`src/rtl/pulse_pkg.sv`:
```
// Shared definitions for the pulse stretcher: state encoding and counter sizing.
package pulse_pkg;

    localparam logic [1:0] ST_IDLE = 2'b00;
    localparam logic [1:0] ST_HIGH = 2'b01;
    localparam logic [1:0] ST_LOW  = 2'b10;

    // Bits needed for a down-counter that must hold max(width, gap).
    function automatic int unsigned cnt_width(input int unsigned width, input int unsigned gap);
        int unsigned m;
        m = (width > gap) ? width : gap;
        return 32'($clog2(m + 1));
    endfunction

endpackage

```
`src/rtl/pulse_stretcher_sat_counter.sv`:
```
// Up/down counter that saturates at MAX and floors at zero; simultaneous inc and dec hold.
module sat_counter #(
    parameter int unsigned MAX = 3,
    parameter int unsigned W   = $clog2(MAX + 1)
) (
    input  logic         clk,
    input  logic         reset,
    input  logic         inc,
    input  logic         dec,
    output logic [W-1:0] count,
    output logic         at_max
);

    logic [W-1:0] count_q;
    logic [W-1:0] count_d;

    always_comb begin
        count_d = count_q;
        if (inc && !dec && !at_max) begin
            count_d = count_q + W'(1);
        end else if (dec && !inc && (count_q != '0)) begin
            count_d = count_q - W'(1);
        end
    end

    always_ff @(posedge clk or posedge reset) begin
        if (reset) begin
            count_q <= '0;
        end else begin
            count_q <= count_d;
        end
    end

    assign count  = count_q;
    assign at_max = (count_q == W'(MAX));

endmodule

```
`src/rtl/pulse_stretcher.sv`:
```
// Stretches single-cycle triggers into WIDTH-high / GAP-low pulses, queueing
// triggers that arrive while a pulse is in progress.
module pulse_stretcher
    import pulse_pkg::*;
#(
    parameter int unsigned WIDTH    = 8,
    parameter int unsigned GAP      = 2,
    parameter int unsigned PEND_MAX = 3
) (
    input  logic                              clk,
    input  logic                              reset,
    input  logic                              trig,
    input  logic                              clr_ovf,
    output logic                              z,
    output logic                              busy,
    output logic [$clog2(PEND_MAX + 1)-1:0]   pending,
    output logic                              overflow
);

    localparam int unsigned CW = cnt_width(WIDTH, GAP);
    localparam int unsigned PW = $clog2(PEND_MAX + 1);

    logic [1:0]    state_q;
    logic [1:0]    state_d;
    logic [CW-1:0] cnt_q;
    logic [CW-1:0] cnt_d;
    logic          z_q;
    logic          z_d;
    logic          busy_q;
    logic          busy_d;
    logic          ovf_q;
    logic          ovf_d;

    logic in_busy;
    logic cnt_zero;
    logic low_end;
    logic pend_zero;
    logic pend_at_max;
    logic pend_inc;
    logic pend_dec;
    logic drop;

    assign in_busy   = (state_q == ST_HIGH) || (state_q == ST_LOW);
    assign cnt_zero  = (cnt_q == '0);
    assign low_end   = (state_q == ST_LOW) && cnt_zero;
    assign pend_zero = (pending == '0);

    // A trigger at the end of LOW with nothing queued starts the next pulse directly.
    assign pend_dec = low_end && !pend_zero;
    assign pend_inc = trig && in_busy && !(low_end && pend_zero);
    assign drop     = pend_inc && pend_at_max && !pend_dec;

    sat_counter #(
        .MAX (PEND_MAX),
        .W   (PW)
    ) u_pend (
        .clk    (clk),
        .reset  (reset),
        .inc    (pend_inc),
        .dec    (pend_dec),
        .count  (pending),
        .at_max (pend_at_max)
    );

    always_ff @(posedge clk or posedge reset) begin
        if (reset) begin
            state_q <= ST_IDLE;
            cnt_q   <= '0;
            z_q     <= 1'b0;
            busy_q  <= 1'b0;
            ovf_q   <= 1'b0;
        end else begin
            state_q <= state_d;
            cnt_q   <= cnt_d;
            z_q     <= z_d;
            busy_q  <= busy_d;
            ovf_q   <= ovf_d;
        end
    end

    // Next state and phase counter; the unused encoding behaves as IDLE.
    always_comb begin
        state_d = state_q;
        cnt_d   = cnt_q;
        case (state_q)
            ST_HIGH: begin
                if (cnt_zero) begin
                    state_d = ST_LOW;
                    cnt_d   = CW'(GAP - 1);
                end else begin
                    cnt_d = cnt_q - CW'(1);
                end
            end
            ST_LOW: begin
                if (cnt_zero) begin
                    if (!pend_zero || trig) begin
                        state_d = ST_HIGH;
                        cnt_d   = CW'(WIDTH - 1);
                    end else begin
                        state_d = ST_IDLE;
                        cnt_d   = '0;
                    end
                end else begin
                    cnt_d = cnt_q - CW'(1);
                end
            end
            default: begin
                state_d = ST_IDLE;
                cnt_d   = '0;
                if (trig) begin
                    state_d = ST_HIGH;
                    cnt_d   = CW'(WIDTH - 1);
                end
            end
        endcase
    end

    // Outputs follow the next state so they change on the same edge as the state.
    always_comb begin
        z_d    = (state_d == ST_HIGH);
        busy_d = (state_d != ST_IDLE);
        ovf_d  = ovf_q;
        if (drop) begin
            ovf_d = 1'b1;
        end else if (clr_ovf) begin
            ovf_d = 1'b0;
        end
    end

    assign z        = z_q;
    assign busy     = busy_q;
    assign overflow = ovf_q;

endmodule

```
`config.mk`:
```
export PLATFORM = sky130hd
export DESIGN_NAME = pulse_stretcher
export DESIGN_NICKNAME = d
export VERILOG_FILES = /design/src/rtl/pulse_pkg.sv /design/src/rtl/pulse_stretcher_sat_counter.sv /design/src/rtl/pulse_stretcher.sv
export SDC_FILE = /design/constraint.sdc
export NUM_CORES = 1
export LEC_CHECK = 0
export ABC_CLOCK_PERIOD_IN_PS = 2650
export CAP_MARGIN = 20
export CELL_PAD_IN_SITES_DETAIL_PLACEMENT = 2
export CELL_PAD_IN_SITES_GLOBAL_PLACEMENT = 2
export CORE_MARGIN = 2
export CORE_UTILIZATION = 31
export DETAILED_ROUTE_END_ITERATION = 7
export MAX_ROUTING_LAYER = met4
export PLACE_DENSITY = 0.75
export SETUP_SLACK_MARGIN = 0.2
export SYNTH_ARGS = -nofsm -noshare
export SYNTH_HDL_FRONTEND = slang
export SYNTH_SLANG_ARGS = --single-unit
```
`constraint.sdc`:
```
create_clock -name clk -period 2.65 [get_ports clk]
set_input_delay 0.6625 -clock clk [delete_from_list [all_inputs] [get_ports clk]]
set_output_delay 0.6625 -clock clk [all_outputs]
set_load 0.01 [all_outputs]
```
# == Word-level counts from Yosys, hierarchy flattened ==
# Index checks and enable logic that the tools add are counted.
# totals
ff_bits,11
latchBits,0
ram_bits,0
romBits,0
inputBits,4
output_inout_bits,5
wordCells,51
memories,0
# op_classes
n_addsub,3
multipliers,0
n_div,0
magnitude_cmp,0
n_eq_ne,4
shift,0
muxes,14
n_bitwise,0
n_reduce_logical,24
# op_table
op,n
$logic_and 1x1->1,11
$mux 2,4
$mux 4,2
$pmux 4 s2,1
$reduce_bool 2->1,4
$mux 3,2
$logic_not 1->1,5
$eq 2x1->1 const B,2
$eq 2x2->1 const B,2
$logic_not 4->1,1
$mux 1,4
$pmux 2 s2,1
$sub 4x1->4 const B,1
$add 2x1->2 const B,1
$logic_not 2->1,1
$logic_or 1x1->1,2
$sub 2x1->2 const B,1

# == Logic depth before layout (Yosys ltp) ==
# logic_depth
word_depth,10
mapped_depth,7
ltp_nobuf,7

# == Cells and area by module ==
# From an unflattened synthesis, not the netlist that was laid out.
# hier_totals
cells_unflattened,69
area_unflattened_um2,648.1
# by_module_without_submodules
mod,n_inst,cells_per_inst,area_per_inst_um2,seq_area_each_um2
pulse_stretcher,1,55,533.0,225.2
sat_counter,1,14,115.1,50.0

# == Worst setup path before layout ==
# Ideal clock, no wire load.
# synth_timing
path_type,register to register
startpoint,reg cnt_q[0]
endpoint,"reg busy_q, in the netlist busy"
setup_time_ns,0.134
arrival_ns,1.712
required_ns,2.516
slack_ns,0.805
stages_incl_launch_ff,7
path_buffers,0
period_less_slack_ns,1.845
path_cell_list,dfrtp_1 > inv_1 > ha_1 > or3b_4 > or4_1 > or3b_2 > o211ai_1
# synth_via
elab_chain_cells,4
elab_cells_between_ends,5
classes_between,mux: 3; reduce/logical: 2
# synth_lines
element,line_no,rtl
start: declaration,pulse_stretcher.sv:25,logic [CW-1:0] cnt_q;
start signal: assignment,pulse_stretcher.sv:74,cnt_q <= cnt_d;
$logic_not 4->1 *,pulse_stretcher.sv:44,assign cnt_zero = (cnt_q == '0);
"$mux 2, on equally long branches","pulse_stretcher.sv:95, pulse_stretcher.sv:87",
$pmux 2 s2 *,pulse_stretcher.sv:85,case (state_q)
$reduce_bool 2->1 *,pulse_stretcher.sv:121,busy_d = (state_d != ST_IDLE);
net busy_d,pulse_stretcher.sv:30,logic busy_d;
end signal: assignment,pulse_stretcher.sv:76,busy_q <= busy_d;
end: declaration,pulse_stretcher.sv:29,logic busy_q;
# Mark *: on every way through the listed nets, which the timed path passes. The rest lies on a longest branch.
# A chain may end at the register's enable or synchronous reset.

# == Worst setup path after layout ==
# Ends and elaborated chain as after synthesis.

==> PnR_summary.wiki <==
{| class="wikitable"
! Metric !! Value
|-
| Hold Path Class || reg2reg
|-
| Top cells by area, synth || sky130_fd_sc_hd__dfrtp_1 45%, sky130_fd_sc_hd__ha_1 10%, sky130_fd_sc_hd__inv_1 5.6%
|-
| Number of buffer and inverter stages on the critical path || 1
|-
| Startpoint type of the worst setup path || flop
|-
| Crit path time final || 2.06 ns
|-
| Fraction of final layout cells sized beyond drive strength 1 || 0.0769
|-
| Top Family by Delay on Critical Path || simple AND/OR/NAND/NOR gates
|-
| Count of antenna-violating nets left after detailed routing || 0
|-
| Share of synthesized area occupied by flip-flops and latches || 0.455
|-
| Total of buffers placed on input and output ports || 8
|-
| Worst Path Required || 2.79 ns
|-
| Setup Crit Path Kind || reg2reg
|-
| Die height || 48.2 µm
|-
| Top-level port count || 9
|-
| Number of flops mapped to enable cells by yosys || 0
|-
| Highest Clock Rate || 0.484 GHz
|-
| Number of design rule violations left after detail routing || 0
|-
| Total congestion overflow after global routing || 0
|-
| Result of the run || completed
|-
| Static leakage || 0.353 nW
|-
| Crit path largest cell delay || 0.44 ns
|-
| Cell with the largest stage delay on the worst path || sky130_fd_sc_hd__or4_1
|-
| Final count of negative-setup-slack endpoints || 0
|-
| Count of warnings emitted by yosys || 0
|-
| Area occupied by registers || 275 µm²
|-
| Clock transition at path regs || 0.07 ns
|-
| Part of the cycle the worst path needs || 0.779
|-
| Category of the worst setup path capture point || flop
|-
| Flip-flop and latch count after synthesis || 11
|-
| H-Tree Depth || 1
|-
| First-pass GRT wire length || 2590 µm
|-
| Synthesized-area fraction occupied by and/or/nand/nor cells || 0.205
|-
| Rel. slew slack || 0.707
|-
| Die footprint || 2320 µm²
|-
| Later-pin clock latency in the skew report || 0.27 ns
|-
| Post-Synthesis Mean Instance Area || 9.32 µm²
|-
| Number of pins with negative max-slew slack in the final report || 0
|-
| Last weighted congestion value of the routability-driven placer || 0.760
|-
| Adder and majority gate portion of the synthesized area || 0.103
|-
| CP Data Arrival Time || 2.20 ns
|-
| CTS Root Cell || sky130_fd_sc_hd__clkbuf_4
|-
| TritonCTS clock tree || yes
|-
| Post-synthesis compound-gate area fraction || 0.167
|-
| Maximum clock insertion buffer count || 2
|-
| X dimension of the die || 48.2 µm
|-
| Post-CTS setup repair buffer count || 0
|-
| Area growth from synthesis to final layout || 24.0%
|-
| Maximum fanout count along the critical path || 5
|-
| Placed instance count || 99
|-
| Largest vdd supply drop || 0.485 mV
|-
| Placeable core region || 1780 µm²
|-
| Fraction of post-synthesis cell area in the top cell type by area || 0.455
|-
| DRT Wirelength || 1530 µm
|-
| Length of the first detailed-routing pass in iterations || 2
|-
| Maximum capacitance violations || 0
|-
| Internal reg-to-reg setup slack || 0.59 ns
|-
| Nets || 88
|-
| Hold-fix buffers, CTS || 0
|-
| Series of cell instances along the critical path || inv_1, ha_1, or3b_4, or4_1, or3b_2, o211ai_1
|-
| Mean routed wirelength per cell || 14.8 µm
|-
| Vias per std cell || 5.06
|-
| Primary FF master, synth || sky130_fd_sc_hd__dfrtp_1
|-
| Site Rows || 15
|-
| Power density cells || 1170 nW/µm²
|-
| Transition at the pin with the smallest max-transition slack || 0.440 ns
|-
| Global router's overall resource usage || 0.172
|-
| Post-route clock skew || 0.00138 ns
|-
| Total number of vias || 521
|-
| Pin count of the biggest net entering global routing || 12
|-
| Vias in the first global route || 558
|-
| Top-count cell post-synth || sky130_fd_sc_hd__dfrtp_1
|-
| Total of fill cells in the finished design || 198
|-
| Multi-input gate area in the final layout || 297 µm²
|-
| Sum of net half-perimeters after detailed placement || 1170 µm
|-
| Antenna violations before repair || 0
|-
| Gate Count Post-Synth || 65
|-
| Net Count, Synth || 74
|-
| Post-route setup TNS || 0 ns
|-
| Post-cts sizing count || 0
|-
| CTS sink count || 11
|-
| Cell type with the largest total area after synthesis || sky130_fd_sc_hd__dfrtp_1
|-
| Fraction of synthesis flops using an asynchronous set or reset pin || 1.00
|-
| Number of diodes || 0
|-
| Post-Layout Cell Count || 103
|-
| Cts bufs inserted || 3
|-
| RSZ-0062 raised after global routing || no
|-
| Synth top cells by count || 11 x sky130_fd_sc_hd__dfrtp_1, 9 x sky130_fd_sc_hd__inv_1, 6 x sky130_fd_sc_hd__o21ai_0
|-
| Initial detailed-routing violation count || 4
|-
| Multiplexer fraction of the synthesized cell area || 0
|-
| Dominant combinational cell family by area after synthesis || simple AND/OR/NAND/NOR gates
|-
| Count of cell types in the netlist || 26
|-
| Count of endpoints failing hold in the final timing report || 0
|-
| XOR/XNOR Fraction of Synth Area || 0.0145
|-
| Initial cell density of the core || 0.340
|-
| Post-synthesis instance area || 606 µm²
|}
==> flip-flops by register name, indices dropped and copies added, names as in the netlist <==
register      cells
z                 1
u_pend.count      2
busy              1
cnt_q             4
state_q           2
overflow          1
==> final timing paths <==
path,from,endpoint,cells past startpoint
min in group asynchronous,reset,overflow$_DFFE_PP0P_,2
hold / removal,overflow$_DFFE_PP0P_,overflow$_DFFE_PP0P_,2
setup reg to reg,cnt_q[0]$_DFF_PP0_,busy$_DFF_PP0_,6
hold reg to reg,overflow$_DFFE_PP0P_,overflow$_DFFE_PP0P_,2
max in group asynchronous,reset,state_q[1]$_DFF_PP0_,2
setup / recovery,cnt_q[0]$_DFF_PP0_,busy$_DFF_PP0_,6
==> metal layers <==
| metal | wire (µm) | up-vias | GRT usage |
|---|---|---|---|
| met5 | 0 | - | - |
| met4 | 0 | 0 | 0.0324 |
| met3 | 64 | 0 | 0.0556 |
| met2 | 761 | 12 | 0.279 |
| met1 | 703 | 253 | 0.210 |
| li1 | - | 256 | - |
==> power breakdown <==
group	switching (mW)	internal (mW)	total [mW]
Combinational	0.249	0.226	0.474
Sequential	0.0569	0.234	0.291
Clock	0.0578	0.0583	0.116
==> cell type report <==
| class | count | area share |
|---|---|---|
| clock buffer | 4 | 0.0350 |
| inverter | 9 | 0.0450 |
| multi-input combinational | 45 | 0.395 |
| sequential | 11 | 0.367 |
| tap | 25 | 0.0417 |
| timing repair buffer | 9 | 0.117 |
==> per-stage QoR <==
step / power, mW / utilization / setup slack, ns / hold WS (ns) / cell area [µm²]
after CTS: 0.898 / 0.421 / 0.556 / 0.553 / 751
final: 0.882 / 0.421 / 0.585 / 0.548 / 751
after floorplan: 0.590 / - / 0.805 / 0.515 / 606
after global placement: 0.756 / 0.406 / 0.429 / 0.526 / 724
after detailed placement: 0.772 / 0.406 / 0.387 / 0.539 / 724
after global routing: 0.979 / 0.421 / 0.464 / 0.595 / 751
==> cells in the final DEF, fill, tap and decap left out, drive strengths merged <==
cell type,count
dfrtp,11
inv,9
clkdlybuf4s50,8
o21ai,6
a21oi,5
ha,5
nor2,4
clkbuf,4
nor3,3
nand2,3
nand3,2
or3b,2
nand2b,1
nor3b,1
and3,1
or3,1
xnor2,1
nor4,1
or4,1
nor2b,1
a21o,1
a221oi,1
o211ai,1
o31ai,1
and2,1
o22ai,1
a211o,1
buf,1
==> worst min-delay path: stages (launching register included) <==
cell                      delay (ns)
sky130_fd_sc_hd__dfrtp_1        0.38
sky130_fd_sc_hd__inv_1          0.05
sky130_fd_sc_hd__o21ai_0        0.08
==> kinds of logic (layout without fill, tap and decap cells) <==
group	count (synthesis)	in the layout
flip-flops	11	11
adder cells (fa/ha/maj)	5	5
AO/OA/AOI/OAI	17	17
XOR/XNOR	1	1
AND/OR/NAND/NOR	22	22
buffers and inverters	9	22
No activity file was read; power rests on OpenSTA's default activity.
